File: src/rtl/bcd_mmss_timer_pkg.sv
// ============================================================================
// Module   : bcd_mmss_timer_pkg
// Purpose  : Shared state encoding and BCD constants for the mm:ss timer.
// Revision : 1.0 - initial release
// ============================================================================
`default_nettype none

package bcd_mmss_timer_pkg;

    localparam int c_bcd_w = 4;

    localparam logic [c_bcd_w-1:0] c_sec_tens_max = 4'd5;
    localparam logic [c_bcd_w-1:0] c_digit_max    = 4'd9;

    typedef enum logic [1:0] {
        IDLE  = 2'b00,
        RUN   = 2'b01,
        PAUSE = 2'b10
    } state_t;

endpackage

`default_nettype wire

File: src/rtl/bcd_digit.sv
// ============================================================================
// Module   : bcd_digit
// Purpose  : Single BCD digit counter with synchronous clear and carry-out.
// Revision : 1.0 - initial release
// ============================================================================
`default_nettype none

module bcd_digit
    import bcd_mmss_timer_pkg::*;
(
    input  logic               clk,
    input  logic               reset,
    input  logic               clear,
    input  logic               inc,
    input  logic [c_bcd_w-1:0] max,
    output logic [c_bcd_w-1:0] digit,
    output logic               carry
);

    logic [c_bcd_w-1:0] r_digit;

    always_ff @(posedge clk or posedge reset) begin
        if (reset) begin
            r_digit <= '0;
        end else if (clear) begin
            r_digit <= '0;
        end else if (inc) begin
            r_digit <= (r_digit == max) ? '0 : r_digit + 1'b1;
        end
    end

    assign digit = r_digit;
    assign carry = inc && (r_digit == max);

endmodule

`default_nettype wire

File: src/rtl/bcd_mmss_timer.sv
// ============================================================================
// Module   : bcd_mmss_timer
// Purpose  : BCD mm:ss timer with run/pause/idle control; optional lap hold
//            enabled by BCD_TIMER_LAP_HOLD_EN.
// Revision : 1.0 - initial release
// ============================================================================
`default_nettype none

module bcd_mmss_timer
    import bcd_mmss_timer_pkg::*;
#(
    parameter int MIN_LIMIT = 59
) (
    input  logic               clk,
    input  logic               reset,
    input  logic               tick,
    input  logic               start_stop,
    input  logic               clear,
`ifdef BCD_TIMER_LAP_HOLD_EN
    input  logic               lap,
`endif
    output logic [c_bcd_w-1:0] sec_ones,
    output logic [c_bcd_w-1:0] sec_tens,
    output logic [c_bcd_w-1:0] min_ones,
    output logic [c_bcd_w-1:0] min_tens,
    output logic               running,
    output logic               rollover
);

    localparam logic [c_bcd_w-1:0] c_lim_tens = c_bcd_w'(MIN_LIMIT / 10);
    localparam logic [c_bcd_w-1:0] c_lim_ones = c_bcd_w'(MIN_LIMIT % 10);

    state_t             r_state;
    state_t             w_next;
    logic               r_ss_q;
    logic               r_clr_q;
    logic               r_running;
    logic               r_rollover;
    logic               w_ss_edge;
    logic               w_clr_edge;
    logic               w_count;
    logic               w_wrap;
    logic               w_dig_clr;
    logic               w_s1_carry;
    logic               w_s10_carry;
    logic               w_m1_carry;
    logic               w_m10_carry;
    logic               w_unused;
    logic [c_bcd_w-1:0] w_s1;
    logic [c_bcd_w-1:0] w_s10;
    logic [c_bcd_w-1:0] w_m1;
    logic [c_bcd_w-1:0] w_m10;

    assign w_ss_edge  = start_stop & ~r_ss_q;
    assign w_clr_edge = clear & ~r_clr_q;

    // Counting looks at the registered state, before this cycle's transition.
    assign w_count = (r_state == RUN) && tick;

    assign w_wrap = w_count && !w_clr_edge
                 && (w_m10 == c_lim_tens) && (w_m1 == c_lim_ones)
                 && (w_s10 == c_sec_tens_max) && (w_s1 == c_digit_max);

    assign w_dig_clr = w_clr_edge | w_wrap;

    always_ff @(posedge clk or posedge reset) begin
        if (reset) begin
            r_state    <= IDLE;
            r_ss_q     <= 1'b0;
            r_clr_q    <= 1'b0;
            r_running  <= 1'b0;
            r_rollover <= 1'b0;
        end else begin
            r_state    <= w_next;
            r_ss_q     <= start_stop;
            r_clr_q    <= clear;
            r_running  <= (w_next == RUN);
            r_rollover <= w_wrap;
        end
    end

    always_comb begin
        w_next = r_state;
        if (w_clr_edge) begin
            w_next = IDLE;
        end else if (w_ss_edge) begin
            case (r_state)
                IDLE:    w_next = RUN;
                RUN:     w_next = PAUSE;
                PAUSE:   w_next = RUN;
                default: w_next = IDLE;
            endcase
        end
    end

    bcd_digit u_sec_ones (
        .clk   (clk),
        .reset (reset),
        .clear (w_dig_clr),
        .inc   (w_count),
        .max   (c_digit_max),
        .digit (w_s1),
        .carry (w_s1_carry)
    );

    bcd_digit u_sec_tens (
        .clk   (clk),
        .reset (reset),
        .clear (w_dig_clr),
        .inc   (w_s1_carry),
        .max   (c_sec_tens_max),
        .digit (w_s10),
        .carry (w_s10_carry)
    );

    bcd_digit u_min_ones (
        .clk   (clk),
        .reset (reset),
        .clear (w_dig_clr),
        .inc   (w_s10_carry),
        .max   (c_digit_max),
        .digit (w_m1),
        .carry (w_m1_carry)
    );

    // Minutes wrap is forced by w_wrap, so the tens carry-out is not needed.
    bcd_digit u_min_tens (
        .clk   (clk),
        .reset (reset),
        .clear (w_dig_clr),
        .inc   (w_m1_carry),
        .max   (c_digit_max),
        .digit (w_m10),
        .carry (w_m10_carry)
    );

    assign w_unused = w_m10_carry;

`ifdef BCD_TIMER_LAP_HOLD_EN
    logic                   r_lap_q;
    logic                   r_hold;
    logic [4*c_bcd_w-1:0]   r_frz;
    logic                   w_lap_edge;

    assign w_lap_edge = lap & ~r_lap_q;

    always_ff @(posedge clk or posedge reset) begin
        if (reset) begin
            r_lap_q <= 1'b0;
            r_hold  <= 1'b0;
            r_frz   <= '0;
        end else begin
            r_lap_q <= lap;
            if (w_clr_edge) begin
                r_hold <= 1'b0;
            end else if (w_lap_edge && (r_state == RUN)) begin
                r_hold <= ~r_hold;
                r_frz  <= {w_m10, w_m1, w_s10, w_s1};
            end
        end
    end

    assign {min_tens, min_ones, sec_tens, sec_ones} =
        r_hold ? r_frz : {w_m10, w_m1, w_s10, w_s1};
`else
    assign {min_tens, min_ones, sec_tens, sec_ones} = {w_m10, w_m1, w_s10, w_s1};
`endif

    assign running  = r_running;
    assign rollover = r_rollover;

endmodule

`default_nettype wire

File: config.mk
export PLATFORM = sky130hd
export DESIGN_NAME = bcd_mmss_timer
export DESIGN_NICKNAME = d
export VERILOG_FILES = /design/src/rtl/bcd_mmss_timer_pkg.sv /design/src/rtl/bcd_digit.sv /design/src/rtl/bcd_mmss_timer.sv
export SDC_FILE = /design/constraint.sdc
export NUM_CORES = 1
export LEC_CHECK = 0
export ABC_AREA = 1
export CAP_MARGIN = 20
export CELL_PAD_IN_SITES_DETAIL_PLACEMENT = 1
export CELL_PAD_IN_SITES_GLOBAL_PLACEMENT = 1
export CORE_MARGIN = 2
export CORE_UTILIZATION = 38
export CTS_CLUSTER_SIZE = 25
export DETAILED_ROUTE_END_ITERATION = 10
export GPL_ROUTABILITY_DRIVEN = 0
export PLACE_DENSITY_LB_ADDON = 0.1
export REMOVE_ABC_BUFFERS = 1
export SYNTH_ARGS = -nofsm -noshare
export SYNTH_HDL_FRONTEND = slang
export SYNTH_SLANG_ARGS = --single-unit
File: constraint.sdc
create_clock -name clk -period 1.5 [get_ports clk]
set_input_delay 0.225 -clock clk [delete_from_list [all_inputs] [get_ports clk]]
set_output_delay 0.225 -clock clk [all_outputs]
set_load 0.005 [all_outputs]
# ---- Word-level counts from Yosys, hierarchy flattened
# Cells that the tools add are included.
# W data, S select, Z words.
dict set report word_totals {
  register_bits 22
  latch_bits 0
  mem_bits_rw 0
  rom_bits 0
  input_bits 5
  output_inout_bits 18
  word_cells 57
  n_memories 0
}
dict set report classes {
  addsub 4
  mul 0
  div 0
  magnitude_cmp 0
  n_eq_ne 8
  shift 0
  n_mux 15
  bitwise 5
  n_reduce_logical 16
}
# cell count
set ops {}
lappend ops {{$mux W4} 12}
lappend ops {{$add A4 B1 Y4 const B} 4}
lappend ops {{$eq A4 B4 Y1 const B} 3}
lappend ops {{$logic_and A1 B1 Y1} 9}
lappend ops {{$eq A4 B3 Y1 const B} 2}
lappend ops {{$reduce_bool A2 Y1} 4}
lappend ops {{$eq A2 B1 Y1 const B} 2}
lappend ops {{$mux W2} 2}
lappend ops {{$pmux W2 S2} 1}
lappend ops {{$and A1 B1 Y1} 2}
lappend ops {{$eq A2 B2 Y1 const B} 1}
lappend ops {{$logic_not A2 Y1} 1}
lappend ops {{$not A1 Y1} 2}
lappend ops {{$reduce_or A2 Y1} 1}
lappend ops {{$logic_not A1 Y1} 1}
lappend ops {{$or A1 B1 Y1} 1}

# ---- Logic depth before layout (Yosys ltp)
dict set report logic_depth {
  ltp_word 10
  depth_mapped 10
  mapped_depth_nobuf 10
}

# ---- Hierarchy
# Synthesis repeated with hierarchy kept, for this count alone.
dict set report unflattened {
  hier_cells 274
  hier_area_um2 1630.3
}
# module instances cells_each area_each_um2 seq_area_each_um2
set by_module_without_submodules {}
lappend by_module_without_submodules {bcd_digit 4 53 311.5 100.1}
lappend by_module_without_submodules {bcd_mmss_timer 1 62 384.1 150.1}

# ---- Worst setup path before layout
# Ideal clock, no wire load.
dict set report synth_timing {
  path_type {register -> register}
  start {register u_sec_ones.r_digit[1] (netlist: u_sec_ones.digit[1])}
  end {register u_min_tens.r_digit[0] (netlist: u_min_tens.digit[0])}
  setup_ns 0.119
  arrival_ns 1.268
  t_required_ns 1.381
  path_slack_ns 0.114
  stages_incl_launch_ff 10
  n_path_buf 0
  period_less_slack_ns 1.386
  cell_sequence {dfrtp_1 -> inv_1 -> ha_1 -> nand2_1 -> nor2_2 -> nand3_4 -> clkinv_2 -> nand2_4 -> nand2_8 -> nor2_2}
}
dict set report synth_between {
  elab_chain_cells 5
  word_cells_on_any_way 8
  classes_between {eq/ne: 1; mux: 1; bitwise: 1; reduce/logical: 5}
}
# element line
set synth_lines {}
lappend synth_lines {{start, declared} bcd_digit.sv:20} ;# logic [c_bcd_w-1:0] r_digit;
lappend synth_lines {{start signal, assigned} bcd_digit.sv:28} ;# r_digit <= (r_digit == max) ? '0 : r_digit + 1'b1;
lappend synth_lines {{$eq A4 B4 Y1 (*)} {bcd_digit.sv:33, bcd_mmss_timer.sv:62}}
lappend synth_lines {{$logic_and A1 B1 Y1 (3 in a row)} bcd_digit.sv:33} ;# assign carry = inc && (r_digit == max);
lappend synth_lines {{$reduce_bool A2 Y1 (no line)} --}
lappend synth_lines {{end signal, assigned} bcd_digit.sv:28}
lappend synth_lines {{end, declared} bcd_digit.sv:20}
# Every way passes the cells marked *; elsewhere a longest branch is shown, timed or not.
# A chain may end at the register's enable or synchronous reset.

# ---- Worst setup path in the final report
dict set report layout_timing {
  start {register u_sec_ones.r_digit[1] (netlist: u_sec_ones.digit[1])}
  end {register u_sec_tens.r_digit[3] (netlist: u_sec_tens.digit[3])}
}
dict set report layout_between {
  elab_chain_cells 4
  word_cells_on_any_way 6
  classes_between {eq/ne: 1; mux: 1; bitwise: 1; reduce/logical: 3}
}
# element line
set layout_lines {}
lappend layout_lines {{$eq A4 B4 Y1 (*)} {bcd_digit.sv:33, bcd_mmss_timer.sv:62}}
lappend layout_lines {{$logic_and A1 B1 Y1} bcd_mmss_timer.sv:62} ;# && (w_s10 == c_sec_tens_max) && (w_s1 == c_digit_max);
lappend layout_lines {{$or A1 B1 Y1} bcd_mmss_timer.sv:64} ;# assign w_dig_clr = w_clr_edge | w_wrap;
lappend layout_lines {{$mux W4 or $reduce_bool A2 Y1 (tied branches)} --}
lappend layout_lines {{end signal, assigned} bcd_digit.sv:28}
lappend layout_lines {{end, declared} bcd_digit.sv:20}
# Marks and branches as above.

==> impl_metrics.env <==
export IMPL_status="finished clean"
export IMPL_powerDensity_nw_per_um2=620.4
export IMPL_synth_yosys_seq_area_share_pct=41.31
export IMPL_setup_violations_final=0
export IMPL_timing_hold_ws_ns=0.2251
export IMPL_crit_start="u_sec_ones.digit[1]"
export IMPL_dieArea_um2=3996
export IMPL_period_minus_slack_ns=1.480
export IMPL_path_clk_slew_ns=0.13
export IMPL_drc=0
export IMPL_sequentialPowerShare_pct=54.3
export IMPL_areaGrowthSynthToFinish_pct=40.85
export IMPL_pre_cts_slack_ns=-0.08925
export IMPL_rsz0062_at_grt="true"
export IMPL_drt_iter0_markers=58
export IMPL_grt_pass1_vias=1302
export IMPL_grt_max_degree=23
export IMPL_numClockSinks=22
export IMPL_avgSynthCellArea_um2=8.381
export IMPL_fp_dieH_um=63.22
export IMPL_synth_edf_count=0
export IMPL_p_sw_mw=0.3125
export IMPL_place_inst=236
export IMPL_netlist_top_cells_area="dfrtp_1 41%, nand2_1 9.3%, inv_1 8.2%"
export IMPL_ys_ff_latch=22
export IMPL_syn_area_um2=1333
export IMPL_yosysTopAreaCell="dfrtp_1"
export IMPL_finalMaxSlewViolations=0
export IMPL_cpMostUsedCell="nand2_8"
export IMPL_most_common_layout_cells="32 x nand2_1, 28 x inv_1, 23 x buf_4"
export IMPL_final_common_cell="nand2_1"
export IMPL_crit_slowest_cell="dfrtp_1"
export IMPL_fin_skew_ns=0.002656
export IMPL_finalHoldViolations=0
export IMPL_worst_path_buf_inv=2
export IMPL_antenna_cells=0
export IMPL_nFillCells=437
export IMPL_clock_insertion_delay_worst_skew_ns=0.32
export IMPL_yosysTopAreaCellShare_pct=41.31
export IMPL_cp_top_family="simple AND/OR/NAND/NOR gates"
export IMPL_synth_xor_xnor_area_share_pct=3.944
export IMPL_grt_pass1_wl_um=6182
export IMPL_required_ns=1.73
export IMPL_ff2ff_path_depth=9
export IMPL_htreeDepth=1
export IMPL_cts_buffers=3
export IMPL_synth_simple_area_share_pct=33.62
export IMPL_path_class="register to register"
export IMPL_synthAdderAreaFrac_pct=5.634
export IMPL_finalPower_mw=1.164
export IMPL_internal_power_mw=0.8518
export IMPL_critPathLaunchType="register"
export IMPL_cp_end_kind="register"
export IMPL_p_leak_nw=0.9885
export IMPL_grt_usage_pct=19.63
export IMPL_antenna_found_initial=0
export IMPL_instances_no_fill=254
export IMPL_synth_top_family_by_area="simple AND/OR/NAND/NOR gates"
export IMPL_slew_headroom_pct=79.66
export IMPL_die_x_um=63.22
export IMPL_row_count=21
export IMPL_layout_nets=220
export IMPL_async_flop_share_pct=100.0
export IMPL_worst_slew_pin_slew_ns=0.3051
export IMPL_cp_cell_sequence="inv_1, ha_2, nand2_2, nor2_4, nand3_4, inv_4, nand2_8, nand2_8, nor2_2"
export IMPL_vias=1212
export IMPL_synthMuxAreaShare_pct=0
export IMPL_gr_total_overflow=0
export IMPL_fin_area_um2=1877
export IMPL_io_buffers=22
export IMPL_cts_max_path_buffers=2
export IMPL_start_util_pct=39.62
export IMPL_coreArea_um2=3363
export IMPL_finish_utilization_pct=55.80
export IMPL_placed_area_um2=1680
export IMPL_critPathMaxStageDelay_ns=0.41
export IMPL_syn_inst=159
export IMPL_yosysWarningCount=0
export IMPL_maxCapViolations=0
export IMPL_worstPathMaxFanout=7
export IMPL_endpoint="u_sec_tens.digit[3]"
export IMPL_wl_per_cell_um=14.56
export IMPL_r2r_setup_slack_ns=0.02
export IMPL_synth_cell_types=24
export IMPL_fmax_mhz=675.7
export IMPL_drt_antenna_violating_nets=0
export IMPL_tns_ns=0
export IMPL_pwr_share_clk_pct=29.7
export IMPL_dpl_hpwl_um=2575
export IMPL_multi_input_area_um2=709.4
export IMPL_r2r_end="u_sec_tens.digit[3]"
export IMPL_switching_share_pct=26.84
export IMPL_io_pins=23
export IMPL_drive_gt1_share_pct=30.29
export IMPL_drt_first_pass_iters=4
export IMPL_synthFlopType="dfrtp_1"
export IMPL_root_buffer="clkbuf_4"
export IMPL_finalCritPeriodShare_pct=98.66
export IMPL_regArea_um2=555.5
export IMPL_cts_tree="done"
export IMPL_hp_class="primary input to asynchronous set/reset pin"
export IMPL_peakVddDrop_mv=0.4952
export IMPL_viasPerCell=4.772
export IMPL_worst_endpoint_arrival_ns=1.71
export IMPL_worst_slack_ns=0.02013
export IMPL_synth_compound_area_share_pct=6.573
export IMPL_combPwrFrac_pct=16.1
export IMPL_r2r_start="u_sec_ones.digit[1]"
export IMPL_wirelength_um=3697
export IMPL_path_depth=9
## cell type report
cell class,count,share of cell area [%]
clock buffer,4,1.933
timing repair buffer,46,21.47
tap,46,3.067
multi-input combinational,106,37.80
sequential,22,29.60
inverter,30,6.133
## layer usage
layer / vias to the layer above / wire length (um) / track usage [%]
met5: - / 0 / 0
met4: 0 / 55 / 7.337
met3: 5 / 51 / 1.607
met2: 12 / 1999 / 35.24
met1: 602 / 1591 / 24.49
li1: 593 / - / -
## power groups by stage
stage	registers, mW	clock network (mW)	logic (mW)
3_5_place_dp	0.645	0	0.167
5_1_grt	0.635	0.381	0.208
6_report	0.632	0.345	0.187
4_1_cts	0.632	0.357	0.177
3_3_place_gp	0.644	0	0.157
2_1_floorplan	0.647	0	0.0834
## cells by family after synthesis
family | after synthesis
simple gates | 81
compound gates | 13
flops | 22
buf+inv | 31
xor+xnor | 6
fa+ha+maj | 6
## flip-flops by register name, indices dropped and copies added, names as in the netlist
register	count
r_clr_q	1
r_ss_q	1
r_state	2
rollover	1
running	1
u_min_ones.digit	4
u_min_tens.digit	4
u_sec_ones.digit	4
u_sec_tens.digit	4
## worst min-delay path by stage
stage | from | endpoint | cells past startpoint
floorplan | reset | r_clr_q | 1
global placement | r_state[1] | r_state[1] | 2
detailed placement | r_state[1] | r_state[1] | 2
CTS | reset | u_min_tens.digit[3] | 3
global route | reset | u_min_tens.digit[3] | 3
finish | reset | r_clr_q | 3
## worst reg2reg max path: stages, from the launching register on
cell	delay, ns
dfrtp_1	0.41
inv_1	0.07
ha_2	0.19
nand2_2	0.07
nor2_4	0.13
nand3_4	0.16
inv_4	0.13
nand2_8	0.07
nand2_8	0.10
nor2_2	0.05
## synthesized netlist by cell type, types with 2 or more instances
cell type   n
nand2_1    33
inv_1      29
dfrtp_1    22
nor2_1     11
nand3_1     8
ha_1        6
nand4_1     6
nor2_2      6
xor2_1      6
nor2_4      5
a21oi_2     4
nand2_2     4
o21ai_0     4
o211ai_1    3
nand3_2     2
nor3_1      2
## what timing repair did
action | 4_1_cts | 5_1_grt
hold endpoints to repair | 0 | 0
setup buffers | 11 | 3
hold buffers | 0 | 0
resized for setup | 11 | 13
gates cloned | 0 | 0
setup endpoints to repair | 23 | 13
Note: power is estimated with default switching activity, not from simulation.
